==> src/rtl/omem_pkg.sv <==
// Shared constants and state encoding for the rotate core's output pixel buffer.
package omem_pkg;

    localparam int DEPTH_DEF       = 192;
    localparam int AW_DEF          = 8;
    localparam int WW_DEF          = 6;
    localparam int BYTES_PER_PIXEL = 3;
    localparam int BYTES_PER_WORD  = 4;

    typedef enum logic {
        FILL  = 1'b0,
        DRAIN = 1'b1
    } state_t;

endpackage

==> src/rtl/omem_if.sv <==
// Pixel-in / word-out bundle of the output buffer.
// Handshakes: a pixel moves on an edge where PIXEL_VALID and PIXEL_READY are both 1;
// a word moves on an edge where WVALID and WACCEPT are both 1, and WDATA is held until then.
interface omem_if
    import omem_pkg::*;
#(
    parameter int WW = WW_DEF
) ();

    logic          I_OMEM_PIXEL_VALID;
    logic [7:0]    I_OMEM_PIXEL_B;
    logic [7:0]    I_OMEM_PIXEL_G;
    logic [7:0]    I_OMEM_PIXEL_R;
    logic          O_OMEM_PIXEL_READY;
    logic          I_OMEM_FLUSH;
    logic          O_OMEM_WVALID;
    logic [31:0]   O_OMEM_WDATA;
    logic          I_OMEM_WACCEPT;
    logic [WW-1:0] O_OMEM_WORD_COUNT;
    logic          O_OMEM_DONE;
    state_t        dbg_state;

    modport slave (
        input  I_OMEM_PIXEL_VALID, I_OMEM_PIXEL_B, I_OMEM_PIXEL_G, I_OMEM_PIXEL_R,
        input  I_OMEM_FLUSH, I_OMEM_WACCEPT,
        output O_OMEM_PIXEL_READY, O_OMEM_WVALID, O_OMEM_WDATA,
        output O_OMEM_WORD_COUNT, O_OMEM_DONE, dbg_state
    );

    modport master (
        output I_OMEM_PIXEL_VALID, I_OMEM_PIXEL_B, I_OMEM_PIXEL_G, I_OMEM_PIXEL_R,
        output I_OMEM_FLUSH, I_OMEM_WACCEPT,
        input  O_OMEM_PIXEL_READY, O_OMEM_WVALID, O_OMEM_WDATA,
        input  O_OMEM_WORD_COUNT, O_OMEM_DONE, dbg_state
    );

endinterface

==> src/rtl/omem_word_pack.sv <==
// Selects the four little-endian byte lanes of word rptr; bytes at or past wptr read as black.
module omem_word_pack
    import omem_pkg::*;
#(
    parameter int DEPTH = DEPTH_DEF,
    parameter int AW    = AW_DEF,
    parameter int WW    = WW_DEF
) (
    input  logic [8*DEPTH-1:0] mem_flat,
    input  logic [WW-1:0]      rptr,
    input  logic [AW-1:0]      wptr,
    output logic [31:0]        word
);

    logic [AW-1:0] addr;

    always_comb begin
        word = '0;
        addr = '0;
        for (int k = 0; k < BYTES_PER_WORD; k++) begin
            addr = AW'({rptr, 2'b00}) + AW'(k);
            if (addr < wptr) begin
                word[8*k +: 8] = mem_flat[8*int'(addr) +: 8];
            end
        end
    end

endmodule

==> src/rtl/output_mem.sv <==
// Single output buffer: FILL collects B/G/R bytes, DRAIN hands them out as padded 32-bit words.
module output_mem
    import omem_pkg::*;
#(
    parameter int DEPTH = DEPTH_DEF,
    parameter int AW    = AW_DEF,
    parameter int WW    = WW_DEF
) (
    input  logic   I_OMEM_HCLK,
    input  logic   I_OMEM_HRESET_N,
    omem_if.slave  bus
);

    state_t        state_q, state_d;
    logic [AW-1:0] wptr_q, wptr_d;
    logic [WW-1:0] rptr_q, rptr_d;
    logic [WW-1:0] word_count_q, word_count_d;
    logic          ready_q, ready_d;
    logic          done_q, done_d;
    logic [AW:0]   cnt_sum;

    logic [7:0]         mem_q [DEPTH];
    logic [8*DEPTH-1:0] mem_flat;
    logic [31:0]        pack_word;
    logic               pix_fire;

    // ready_q is only ever 1 in FILL, so it alone gates pixel writes
    assign pix_fire = ready_q & bus.I_OMEM_PIXEL_VALID;

    always_comb begin
        state_d      = state_q;
        wptr_d       = wptr_q;
        rptr_d       = rptr_q;
        word_count_d = word_count_q;
        done_d       = 1'b0;
        cnt_sum      = '0;
        case (state_q)
            FILL: begin
                if (pix_fire) begin
                    wptr_d = wptr_q + AW'(BYTES_PER_PIXEL);
                end
                if (wptr_d == AW'(DEPTH) || (bus.I_OMEM_FLUSH && wptr_d != '0)) begin
                    state_d      = DRAIN;
                    rptr_d       = '0;
                    cnt_sum      = {1'b0, wptr_d} + (AW+1)'(BYTES_PER_WORD - 1);
                    word_count_d = WW'(cnt_sum >> 2);
                end
            end
            DRAIN: begin
                if (bus.I_OMEM_WACCEPT) begin
                    if (rptr_q == word_count_q - WW'(1)) begin
                        state_d = FILL;
                        wptr_d  = '0;
                        rptr_d  = '0;
                        done_d  = 1'b1;
                    end else begin
                        rptr_d = rptr_q + WW'(1);
                    end
                end
            end
            default: state_d = FILL;
        endcase
        ready_d = (state_d == FILL);
    end

    always_ff @(posedge I_OMEM_HCLK) begin
        if (!I_OMEM_HRESET_N) begin
            state_q      <= FILL;
            wptr_q       <= '0;
            rptr_q       <= '0;
            word_count_q <= '0;
            ready_q      <= 1'b0;
            done_q       <= 1'b0;
        end else begin
            state_q      <= state_d;
            wptr_q       <= wptr_d;
            rptr_q       <= rptr_d;
            word_count_q <= word_count_d;
            ready_q      <= ready_d;
            done_q       <= done_d;
        end
    end

    // Storage is deliberately left out of reset; stale bytes are masked by wptr.
    always_ff @(posedge I_OMEM_HCLK) begin
        if (pix_fire) begin
            mem_q[wptr_q]           <= bus.I_OMEM_PIXEL_B;
            mem_q[wptr_q + AW'(1)]  <= bus.I_OMEM_PIXEL_G;
            mem_q[wptr_q + AW'(2)]  <= bus.I_OMEM_PIXEL_R;
        end
    end

    always_comb begin
        mem_flat = '0;
        for (int i = 0; i < DEPTH; i++) begin
            mem_flat[8*i +: 8] = mem_q[i];
        end
    end

    omem_word_pack #(
        .DEPTH (DEPTH),
        .AW    (AW),
        .WW    (WW)
    ) u_word_pack (
        .mem_flat (mem_flat),
        .rptr     (rptr_q),
        .wptr     (wptr_q),
        .word     (pack_word)
    );

    assign bus.O_OMEM_PIXEL_READY = ready_q;
    assign bus.O_OMEM_WVALID      = (state_q == DRAIN);
    assign bus.O_OMEM_WDATA       = (state_q == DRAIN) ? pack_word : 32'h0;
    assign bus.O_OMEM_WORD_COUNT  = word_count_q;
    assign bus.O_OMEM_DONE        = done_q;
    assign bus.dbg_state          = state_q;

endmodule

==> src/flat_wrapper.sv <==
// flat-port wrapper written by rule: the top's interface ports become plain ports
module output_mem_flat import omem_pkg::*;
#(
    parameter int DEPTH = DEPTH_DEF,
    parameter int AW    = AW_DEF,
    parameter int WW    = WW_DEF
)
  (I_OMEM_HCLK, I_OMEM_HRESET_N, bus_I_OMEM_PIXEL_VALID, bus_I_OMEM_PIXEL_B, bus_I_OMEM_PIXEL_G, bus_I_OMEM_PIXEL_R, bus_I_OMEM_FLUSH, bus_I_OMEM_WACCEPT, bus_O_OMEM_PIXEL_READY, bus_O_OMEM_WVALID, bus_O_OMEM_WDATA, bus_O_OMEM_WORD_COUNT, bus_O_OMEM_DONE, bus_dbg_state);
  omem_if #(.WW(WW)) bus_i ();
  input  logic I_OMEM_HCLK;
  input  logic I_OMEM_HRESET_N;
  input wire logic [$bits(bus_i.I_OMEM_PIXEL_VALID)-1:0] bus_I_OMEM_PIXEL_VALID;
  input wire logic [$bits(bus_i.I_OMEM_PIXEL_B)-1:0] bus_I_OMEM_PIXEL_B;
  input wire logic [$bits(bus_i.I_OMEM_PIXEL_G)-1:0] bus_I_OMEM_PIXEL_G;
  input wire logic [$bits(bus_i.I_OMEM_PIXEL_R)-1:0] bus_I_OMEM_PIXEL_R;
  input wire logic [$bits(bus_i.I_OMEM_FLUSH)-1:0] bus_I_OMEM_FLUSH;
  input wire logic [$bits(bus_i.I_OMEM_WACCEPT)-1:0] bus_I_OMEM_WACCEPT;
  output wire logic [$bits(bus_i.O_OMEM_PIXEL_READY)-1:0] bus_O_OMEM_PIXEL_READY;
  output wire logic [$bits(bus_i.O_OMEM_WVALID)-1:0] bus_O_OMEM_WVALID;
  output wire logic [$bits(bus_i.O_OMEM_WDATA)-1:0] bus_O_OMEM_WDATA;
  output wire logic [$bits(bus_i.O_OMEM_WORD_COUNT)-1:0] bus_O_OMEM_WORD_COUNT;
  output wire logic [$bits(bus_i.O_OMEM_DONE)-1:0] bus_O_OMEM_DONE;
  output wire logic [$bits(bus_i.dbg_state)-1:0] bus_dbg_state;
  assign bus_i.I_OMEM_PIXEL_VALID = bus_I_OMEM_PIXEL_VALID;
  assign bus_i.I_OMEM_PIXEL_B = bus_I_OMEM_PIXEL_B;
  assign bus_i.I_OMEM_PIXEL_G = bus_I_OMEM_PIXEL_G;
  assign bus_i.I_OMEM_PIXEL_R = bus_I_OMEM_PIXEL_R;
  assign bus_i.I_OMEM_FLUSH = bus_I_OMEM_FLUSH;
  assign bus_i.I_OMEM_WACCEPT = bus_I_OMEM_WACCEPT;
  assign bus_O_OMEM_PIXEL_READY = bus_i.O_OMEM_PIXEL_READY;
  assign bus_O_OMEM_WVALID = bus_i.O_OMEM_WVALID;
  assign bus_O_OMEM_WDATA = bus_i.O_OMEM_WDATA;
  assign bus_O_OMEM_WORD_COUNT = bus_i.O_OMEM_WORD_COUNT;
  assign bus_O_OMEM_DONE = bus_i.O_OMEM_DONE;
  assign bus_dbg_state = bus_i.dbg_state;
  output_mem #(.DEPTH(DEPTH), .AW(AW), .WW(WW)) u_core (.I_OMEM_HCLK(I_OMEM_HCLK), .I_OMEM_HRESET_N(I_OMEM_HRESET_N), .bus(bus_i));
endmodule
==> config.mk <==
export PLATFORM = sky130hd
export DESIGN_NAME = output_mem_flat
export DESIGN_NICKNAME = d
export VERILOG_FILES = /design/src/rtl/omem_pkg.sv /design/src/rtl/omem_if.sv /design/src/rtl/omem_word_pack.sv /design/src/rtl/output_mem.sv /design/src/flat_wrapper.sv
export SDC_FILE = /design/constraint.sdc
export NUM_CORES = 2
export LEC_CHECK = 0
export BUFFER_PORTS_ARGS = -buffer_cell sky130_fd_sc_hd__buf_2
export CAP_MARGIN = 40
export CORE_AREA = 2 2 421 423
export CTS_CLUSTER_DIAMETER = 150
export DETAILED_ROUTE_END_ITERATION = 7
export DIE_AREA = 0 0 423 425
export GPL_TIMING_DRIVEN = 1
export PLACE_DENSITY = 0.72
export SLEW_MARGIN = 20
export SYNTH_ARGS = -nofsm -noshare
export SYNTH_HDL_FRONTEND = slang
export SYNTH_SLANG_ARGS = --single-unit
==> constraint.sdc <==
create_clock -name I_OMEM_HCLK -period 3.5 [get_ports I_OMEM_HCLK]
set_clock_uncertainty 0.05 [all_clocks]
set_input_delay 0.7 -clock I_OMEM_HCLK [delete_from_list [all_inputs] [get_ports I_OMEM_HCLK]]
set_output_delay 0.7 -clock I_OMEM_HCLK [all_outputs]
set_load 0.1 [all_outputs]
==> results.yml <==
outcome:
  outcome: "finished with violations"
  failed_checks: "setup timing"
die:
  floorplan.die.width_microns: 423
  core_region_area_sq_um: 175000
  ios: 71
  start_util: 0.557
  die_h_microns: 425
  fp-row-count: 154
  die_area_sq_um: 180000
logic_synthesis:
  post_synth_inst_count: 8851
  synth.ff_latch_count: 1559
  synthDistinctLibCells: 73
  synth_flop_cell: "sky130_fd_sc_hd__edfxtp_1"
  synth.avg_cell_area_sq_um: 11.0
  yosys_warnings: 0
  synth_edf_count: 1536
  synthMuxAreaShare: 0.269
  syn_nets: 8897
  synth-compound-area-share: 0.102
  synthAdderAreaFrac: 0.00228
  async_reset_ff_frac: 0
  synth.cell_area_sq_um: 97600
  synth_simple_gate_area_frac: 0.106
  synth.yosys.seq_area_share: 0.477
  largest_family_of_logic_cells_by_synthesized_area: "multiplexers"
  synth_xor_xnor_area_share: 0.00260
flow_run:
  cap_violations: 0
setup_path:
  cell_family_with_the_largest_share_of_critical_path_delay: "multiplexers"
  crit_chain: "buf_12, buf_16, buf_12, mux4_2, mux4_2, nand2_4, a21oi_2, a31oi_4, buf_6, nor2_2, buf_8"
  critPathCaptureType: "primary output"
  worstPathArrival_ns: 3.74
  cp_max_fo: 8
  worstPathRequired_ns: 2.75
  cp-start-kind: "flip-flop"
  timing.critical_path.slowest_cell_delay_ns: 0.51
  critical-path-slowest-cell: "sky130_fd_sc_hd__mux4_2"
  timing_worst_setup_path_type: "flip-flop to primary output"
  worstPathBufferInverterCount: 5
layout:
  total_area_of_multi_input_combinational_cells_sq_um: 48400
  area_growth_syn_to_layout_pct: 16.8
  stdcell_count: 11500
  fin_nets: 9088
  fillers: 12900
  register_area_sq_um: 46600
  drive_gt1_frac: 0.225
  stdcell_area_sq_um: 114000
detailed_routing:
  wl_mm: 410
  via_count: 84600
  remaining_drc_errors: 0
  initialDrtViolationCount: 16500
  number_of_detailed_routing_iterations_run_before_antenna_repair: 7
  drt.antenna.violating_nets: 0
  route.detailed.wl_per_inst_microns: 35.6
  avgViaCountPerCell: 7.34
place:
  dpl.cell_count: 11100
  place.gp.congestion: 1.04
  hpwlAfterDp_mm: 261
  portBuffers: 70
  dpl_cell_area_sq_um: 105000
timing:
  setup_repair_after_global_routing_missed_its_margin: "yes"
  achievable-frequency_mhz: 223
  headroom_to_the_max_slew_limit: 0.329
  finalMaxSlewViolations: 0
  final_critical_path_setup_slack_ns: -0.985
  final.period_utilization: 1.28
  final_period_minus_worst_setup_slack_ns: 4.49
  slew_at_the_pin_closest_to_its_max_slew_limit_ns: 1.01
  setup_viol: 32
  hold_viol_final: 0
grt:
  vias_in_the_first_global_route: 78100
  antenna_found_initial: 13
  grt_max_degree: 97
  global_route.overflow_total: 0
  grt_pass1_wl_mm: 577
  gr-usage-all-layers: 0.444
clock_network:
  clock_path_buffers: 3
  tritoncts.num_buffers: 170
  clk-insertion-delay-late_ns: 0.84
  cts_htree_levels: 4
  cts_tree: "built"
  clock-sinks: 1559
  clk_pin_slew_ns: 0.06
  cts_root_buf: "sky130_fd_sc_hd__clkbuf_16"
power_and_ir_drop:
  clock_power_share: 0.408
  internal-power_mw: 33.1
  netSwitchingPower_mw: 11.7
  cellPowerDensity_nw_per_um2: 393
  seqPwrFrac: 0.460
  share_comb_of_total_power: 0.132
  static-leakage-power_nw: 42.3
  vdd_ir_drop_max_mv: 0.392
  sw_frac_of_total: 0.262
min_path:
  worst_hold_path_type: "primary input to flip-flop"
==> metrics by stage <==
step	setup WS [ns]	setup TNS, ns	total power [mW]	util	hold slack [ns]
2_1_floorplan	-0.106	-1.70	24.0	-	0.549
3_3_place_gp	-0.622	-9.91	26.0	0.601	0.463
3_5_place_dp	-0.639	-11.31	26.1	0.602	0.474
4_1_cts	-0.893	-24.78	44.3	0.647	0.217
5_1_grt	-1.01	-27.49	45.4	0.650	0.244
6_report	-0.985	-26.86	44.8	0.650	0.239
==> flip-flops by register name, summed over array words and instances (netlist names) <==
signal,count
u_core.bus.O_OMEM_WVALID,1
u_core.wptr_q,8
u_core.bus.O_OMEM_DONE,1
u_core.bus.O_OMEM_PIXEL_READY,1
u_core.bus.O_OMEM_WORD_COUNT,6
u_core.mem_q,1536
u_core.rptr_q,6
==> tightest hold or removal path, delay by kind of cell <==
| kind | cells | cell delay [ns] |
|---|---|---|
| AOI/OAI and AO/OA | 1 | 0.06 |
| buffers and inverters | 1 | 0.21 |
| and+or+nand+nor | 1 | 0.10 |
==> what timing repair did <==
action                                  CTS  global route
hold buffers                              0             0
buffers inserted                         41            18
pin swaps                                45            20
cloned                                   17             3
endpoints found under the setup margin   73           733
resized for setup                       348            56
==> power by group through the flow <==
stage / Clock [mW] / Sequential [mW] / Combinational, mW
final: 18.3 / 20.6 / 5.92
after global routing: 18.7 / 20.6 / 6.01
after CTS: 18.1 / 20.6 / 5.61
after detailed placement: 0 / 21.0 / 5.11
after global placement: 0 / 21.0 / 4.99
after floorplan: 0 / 21.0 / 2.96
==> cells in the mapped netlist (37+ instances only) <==
cell | n | area share
sky130_fd_sc_hd__nor2_2 | 61 | 0.0039
sky130_fd_sc_hd__nor2_1 | 906 | 0.035
sky130_fd_sc_hd__o221ai_1 | 98 | 0.0088
sky130_fd_sc_hd__buf_2 | 224 | 0.011
sky130_fd_sc_hd__nand2_1 | 843 | 0.032
sky130_fd_sc_hd__buf_1 | 47 | 0.0018
sky130_fd_sc_hd__mux4_2 | 480 | 0.11
sky130_fd_sc_hd__o21ai_0 | 755 | 0.039
sky130_fd_sc_hd__mux2i_1 | 1541 | 0.16
sky130_fd_sc_hd__edfxtp_1 | 1536 | 0.47
sky130_fd_sc_hd__o211ai_1 | 58 | 0.0045
sky130_fd_sc_hd__o21ai_1 | 161 | 0.0083
sky130_fd_sc_hd__nand2_2 | 44 | 0.0028
sky130_fd_sc_hd__nand3_1 | 410 | 0.021
sky130_fd_sc_hd__a31oi_1 | 37 | 0.0024
sky130_fd_sc_hd__a21oi_1 | 703 | 0.036
sky130_fd_sc_hd__clkbuf_1 | 669 | 0.026
==> area by class of cell <==
cell class	count	share of cell area
well taps	2340	0.0257
clock inverters	96	0.00743
clock buffers	210	0.0401
repair buffers	976	0.0925
flip-flops and latches	1559	0.409
diodes	9	0.000198
multi-input cells	6316	0.425
inverters	19	0.000626
==> routing by layer <==
layer | global-route usage | wire length, microns
met4 | 0.318 | 38900
met3 | 0.147 | 68600
met1 | 0.569 | 133000
met2 | 0.634 | 169000
met5 | 0.00212 | 123
==> layout by cell type, fill, tap and decap left out, types with 39 or more instances in the layout <==
| cell | synthesis | layout |
|---|---|---|
| sky130_fd_sc_hd__nand2_1 | 843 | 779 |
| sky130_fd_sc_hd__o21ai_1 | 161 | 164 |
| sky130_fd_sc_hd__o221ai_1 | 98 | 96 |
| sky130_fd_sc_hd__nand2_2 | 44 | 93 |
| sky130_fd_sc_hd__nor2_2 | 61 | 95 |
| sky130_fd_sc_hd__mux4_2 | 480 | 480 |
| sky130_fd_sc_hd__buf_12 | 0 | 193 |
| sky130_fd_sc_hd__mux2i_1 | 1541 | 1541 |
| sky130_fd_sc_hd__buf_4 | 12 | 647 |
| sky130_fd_sc_hd__o21ai_0 | 755 | 748 |
| sky130_fd_sc_hd__nand3_1 | 410 | 408 |
| sky130_fd_sc_hd__nor2_4 | 32 | 54 |
| sky130_fd_sc_hd__edfxtp_1 | 1536 | 1536 |
| sky130_fd_sc_hd__clkinv_1 | 1 | 39 |
| sky130_fd_sc_hd__nor2_1 | 906 | 850 |
| sky130_fd_sc_hd__clkbuf_16 | 0 | 180 |
| sky130_fd_sc_hd__a21oi_1 | 703 | 670 |
| sky130_fd_sc_hd__o211ai_1 | 58 | 58 |
==> cell families (layout without fill, tap and decap cells) <==
| group | Yosys count | after routing |
|---|---|---|
| AND/OR/NAND/NOR | 2398 | 2398 |
| multiplexers | 2022 | 2022 |
| AO/OA/AOI/OAI | 1852 | 1852 |
| flip-flops | 1559 | 1559 |
| buffers and inverters | 976 | 1301 |
| XOR/XNOR | 26 | 26 |
| adder cells (fa/ha/maj) | 18 | 18 |
| other | 0 | 9 |
==> final timing paths <==
| kind | slack, ns | from | depth (start not counted) | end |
|---|---|---|---|---|
| worst min-delay path | 0.24 | I_OMEM_HRESET_N | 3 | u_core.bus.O_OMEM_WORD_COUNT[2] |
| worst max register to register | 0.03 | u_core.wptr_q[1] | 9 | u_core.mem_q[3][2] |
| worst max-delay path | -0.99 | u_core.rptr_q[0] | 11 | bus_O_OMEM_WDATA[27] |
| worst min register to register | 0.49 | u_core.bus.O_OMEM_WORD_COUNT[2] | 2 | u_core.bus.O_OMEM_WORD_COUNT[2] |
Power figures use the tool's default switching activity.
